## config.mk

```make
export PLATFORM = sky130hd
export DESIGN_NAME = elastic_reg_pipe
export DESIGN_NICKNAME = d
export VERILOG_FILES = /design/src/rtl/elastic_reg_pipe.sv
export SDC_FILE = /design/constraint.sdc
export NUM_CORES = 1
export LEC_CHECK = 0
export CAP_MARGIN = 20
export CORE_ASPECT_RATIO = 1.5
export CORE_UTILIZATION = 50
export DETAILED_ROUTE_END_ITERATION = 12
export PLACE_DENSITY_LB_ADDON = 0.1
export SLEW_MARGIN = 20
export SYNTH_ARGS = -nofsm -noshare
export SYNTH_HDL_FRONTEND = slang
export SYNTH_SLANG_ARGS = --single-unit
```

## constraint.sdc

```tcl
create_clock -name CK -period 18.19 [get_ports CK]
set_clock_uncertainty 0.05 [all_clocks]
set_input_delay 4.5475 -clock CK [delete_from_list [all_inputs] [get_ports CK]]
set_output_delay 4.5475 -clock CK [all_outputs]
set_load 0.01 [all_outputs]
```

## src/rtl/elastic_reg_pipe.sv

```systemverilog
// Elastic multi-stage register pipeline: valid/ready flow control, bubble collapse,
// synchronous flush and a registered occupancy count over async-reset data flops.
module elastic_reg_pipe #(
  parameter int               WIDTH          = 64,
  parameter int               DEPTH          = 3,
  parameter logic [WIDTH-1:0] RESET_VAL      = {WIDTH{1'b0}},
  parameter bit               FLUSH_CLR_DATA = 1'b0,
  localparam int              OW             = $clog2(DEPTH + 1)
) (
  input  logic             CK,
  input  logic             RST,
  input  logic             FLUSH,
  input  logic             IN_VALID,
  output logic             IN_READY,
  input  logic [WIDTH-1:0] IN_DATA,
  output logic             OUT_VALID,
  input  logic             OUT_READY,
  output logic [WIDTH-1:0] OUT_DATA,
  output logic [OW-1:0]    OCC
);

  // Handshake: a beat moves across a port on a rising CK edge where valid and
  // ready are both 1; valid never depends on ready, while ready is combinational
  // from the stage valids and OUT_READY so a full pipe still streams every cycle.

  logic [DEPTH-1:0] v;
  logic [DEPTH-1:0] v_nxt;
  logic [DEPTH-1:0] rdy;
  logic [DEPTH-1:0] src_v;
  logic [WIDTH-1:0] d     [DEPTH];
  logic [WIDTH-1:0] src_d [DEPTH];
  logic [OW-1:0]    occ_q;
  logic [OW-1:0]    occ_nxt;

  // A stage can take a new entry when it is empty or its own entry moves on.
  always_comb begin
    rdy = '0;
    rdy[DEPTH-1] = ~v[DEPTH-1] | OUT_READY;
    for (int k = DEPTH - 2; k >= 0; k--) begin
      rdy[k] = ~v[k] | rdy[k+1];
    end
  end

  assign IN_READY  = rdy[0] & ~FLUSH;
  assign OUT_VALID = v[DEPTH-1] & ~FLUSH;
  assign OUT_DATA  = d[DEPTH-1];
  assign OCC       = occ_q;

  always_comb begin
    src_v[0] = IN_VALID & IN_READY;
    src_d[0] = IN_DATA;
    for (int k = 1; k < DEPTH; k++) begin
      src_v[k] = v[k-1];
      src_d[k] = d[k-1];
    end
  end

  always_comb begin
    v_nxt = v;
    if (FLUSH) begin
      v_nxt = '0;
    end else begin
      for (int k = 0; k < DEPTH; k++) begin
        if (rdy[k]) v_nxt[k] = src_v[k];
      end
    end
  end

  always_comb begin
    occ_nxt = '0;
    for (int k = 0; k < DEPTH; k++) begin
      occ_nxt = occ_nxt + OW'(v_nxt[k]);
    end
  end

  always_ff @(posedge CK or posedge RST) begin
    if (RST) begin
      v     <= '0;
      occ_q <= '0;
      for (int k = 0; k < DEPTH; k++) d[k] <= RESET_VAL;
    end else begin
      v     <= v_nxt;
      occ_q <= occ_nxt;
      for (int k = 0; k < DEPTH; k++) begin
        if (FLUSH) begin
          if (FLUSH_CLR_DATA) d[k] <= RESET_VAL;
        end else if (rdy[k] && src_v[k]) begin
          // Data only toggles on real entries; bubbles leave the register untouched.
          d[k] <= src_d[k];
        end
      end
    end
  end

endmodule
```

# == Word level (Yosys, flattened, before mapping) ==
# Index checks and enable logic that the tools add are counted.
# classes
n_reduce_logical,6
n_mux,4
addsub,2
bitwise,10
# op_table
cell,n
2-bit AND reduction,3
1-bit NOT,4
1-bit bitwise AND,3
1-bit logical AND,3
1-bit two-way mux,3
3-bit two-way mux,1
1-bit OR,3
1-bit by 1-bit adder with 2-bit output,1
2-bit by 1-bit adder with 2-bit output,1
# word_totals
input_bits,69
wordCells,27
register_bits,197
out_inout_bits,68

# == Longest topological paths before layout ==
# depth
ltp_word,10
ltp_mapped,5
ltp_nobuf,4

# == Least setup slack after synthesis ==
# No wires, ideal clock.
# synth_path
path_kind,input-to-output
startpoint,input OUT_READY
endpoint,output IN_READY
cell_stages,2
required_ns,13.592
t_arrival_ns,4.903
slack_ns,8.690
path_buffers,0
path_cell_list,and4b_1 > nor2_1
# synth_via
elab_chain_cells,4
# synth_lines
item,line,rtl
from (decl),17,"input logic OUT_READY,"
1-bit OR,38,rdy[DEPTH-1] = ~v[DEPTH-1] | OUT_READY;
1-bit OR (2 in a row),40,rdy[k] = ~v[k] | rdy[k+1];
1-bit bitwise AND,44,assign IN_READY = rdy[0] & ~FLUSH;
to (decl),14,"output logic IN_READY,"
# No other way between the ends.

# == Worst setup path after layout ==
# Same ends and word-level chain as after synthesis.

==> metrics.csv <==
metric,value,unit
synthesis.nets,560,
cts.sinks,197,
finalCritPeriodShare,58.0,%
cts_hold_buf,0,
coreArea,0.0152,sq mm
grt_setup_unrepaired,false,
syn_area_per_cell,16.0,sq um
wl_per_cell,17.1,um
numPortBuffers,136,
cp.arrival,5.95,ns
nets,634,
tightest_slew,0.986,ns
drv_cap,0,
ant_nets,0,
syn_area,0.00786,sq mm
first_pass_iters,4,
clock.fmax,94.8,MHz
cts.reportedPaths.clkPinSlew,0.06,ns
area_growth,19.9,%
hold_viol,0,
placementRows,55,
drt_wl_total,13.3,mm
crit_path_start_kind,input pin,
endpoint_kind,output pin,
cts_tree,built,
num_antenna_cells,0,
timing.final.max_slew_violations,0,
ctsResizeCount,0,
overflow,0,
drcViolationCount,0,
finalSetupTns,0,ns
antenna_found_initial,0,
yosys.area.top_type,dfrtp_1,
synth_warnings,0,
criticalPathCategory,input pin to output pin,
finalSetupViolations,0,
hold_end,d[139],
synthDistinctLibCells,15,
fp.dieW,104,um
via_per_inst,5.07,
clk_latency,0.43,ns
synth_area_leaders,"dfrtp_1, mux2_2, mux2_1",
reg2reg_depth,4,
yosysMostFrequentCell,dfrtp_1,
hpwl,8.36,mm
ios,137,
cts_max_level,4,
r2r_start,v[2],
die_y,156,um
synthCells,490,
status,finished clean,
root_buffer,clkbuf_16,
dieArea,0.0162,sq mm
power_density,135,mW/mm^2
seq_area_frac_synth,62.7,%
worstHoldPathType,flip-flop to flip-flop,
clock_path_buffers,2,
start_util,51.7,%
grt_pass1_vias,4377,
synth_flop_cell,dfrtp_1,
vdd_drop_max,0.0721,mV
grt_pass1_wl,22.3,mm
crit_required,13.59,ns
power_leakage,4.07,nW
regToRegSetupSlack,15.72,ns
hp-start,d[139],
period_needed,10.55,ns
synth_edf_count,0,
place_congestion,0.719,
drive_gt1_share,29.3,%
design_area,0.00943,sq mm
whs_path_depth,1,
async_reset_ff_share,100,%
grt_use_total,17.9,%
place_area,0.00887,sq mm
cts_buffers,17,
cts_setup_buffers,0,
slew_headroom,34.3,%
reg2reg_to,d[77],
critPathMaxFanout,3,
grt_max_degree,115,
netlist_top_cells_count,"dfrtp_1, mux2_2, buf_4",
vias,3933,
drt-initial-drc-count,124,
synth_top_area_share,62.7,%
ys_seq_elements,197,
==> layout make-up <==
type	count	area, sq um
sequential	197	4930
multi-input combinational	206	2260
tap	199	249
timing repair buffer	140	1420
clock buffer	21	450
fill	1187	5780
clock inverter	11	101
inverter	2	15.0
==> sequential cells by signal, summed over array words and instances (netlist names) <==
name,flops
OUT_DATA,64
OCC,2
v,3
d,128
==> power by group <==
part / internal [mW] / leakage [nW] / total (mW) / switching [mW]
clock network: 0.193 / 0.260 / 0.349 / 0.156
registers: 0.560 / 2.36 / 0.620 / 0.0599
logic: 0.201 / 1.45 / 0.306 / 0.105
total: 0.953 / 4.07 / 1.27 / 0.321
==> metal layers <==
| layer | vias to the layer above | global-route usage [%] | wire length, um |
|---|---|---|---|
| met2 | 96 | 30.5 | 6940 |
| met3 | 14 | 4.72 | 632 |
| met5 | - | 0 | 0 |
| li1 | 1765 | - | - |
| met4 | 0 | 7.35 | 249 |
| met1 | 2058 | 21.5 | 5470 |
==> stage by stage <==
step | setup slack, ns | utilization (%) | std cells | total power, mW | hold slack (ns)
3_3_place_gp | 7.73 | 58.1 | 743 | 0.924 | 0.420
6_report | 7.64 | 62.0 | 776 | 1.27 | 0.435
5_1_grt | 7.57 | 62.0 | 776 | 1.34 | 0.462
4_1_cts | 7.66 | 61.9 | 776 | 1.29 | 0.442
3_5_place_dp | 7.66 | 58.3 | 744 | 0.940 | 0.427
2_1_floorplan | 8.22 | - | 490 | 0.846 | 0.410
==> worst max path at each step <==
| stage | startpoint | endpoint | slack [ns] | cells past startpoint |
|---|---|---|---|---|
| 2_1_floorplan | RST | OCC[0] | 8.22 | 1 |
| 3_3_place_gp | OUT_READY | IN_READY | 7.73 | 4 |
| 3_5_place_dp | OUT_READY | IN_READY | 7.66 | 4 |
| 4_1_cts | OUT_READY | IN_READY | 7.66 | 4 |
| 5_1_grt | OUT_READY | IN_READY | 7.57 | 4 |
| 6_report | OUT_READY | IN_READY | 7.64 | 4 |
==> critical path: stages <==
cell and delay, ns:
clkdlybuf4s50_1 0.49, and4b_1 0.23, nor2_1 0.13, clkdlybuf4s50_1 0.55
==> cells in the final DEF, fill, tap and decap left out, drive strengths merged <==
cell type / instances
clkdlybuf4s50: 136
nor2b: 2
a211o: 1
and4b: 1
or3b: 2
clkinv: 4
buf: 4
nor2: 6
a21oi: 1
inv: 4
clkbuf: 21
dfrtp: 197
bufinv: 1
clkinvlp: 4
mux2: 192
fa: 1
==> cell families after synthesis <==
family / synth area share (%)
AO/OA/AOI/OAI: 0.175
adder cells (fa/ha/maj): 0.255
buffers and inverters: 8.53
flip-flops: 62.7
multiplexers: 27.5
AND/OR/NAND/NOR: 0.796
(Power assumes the default switching activity.)
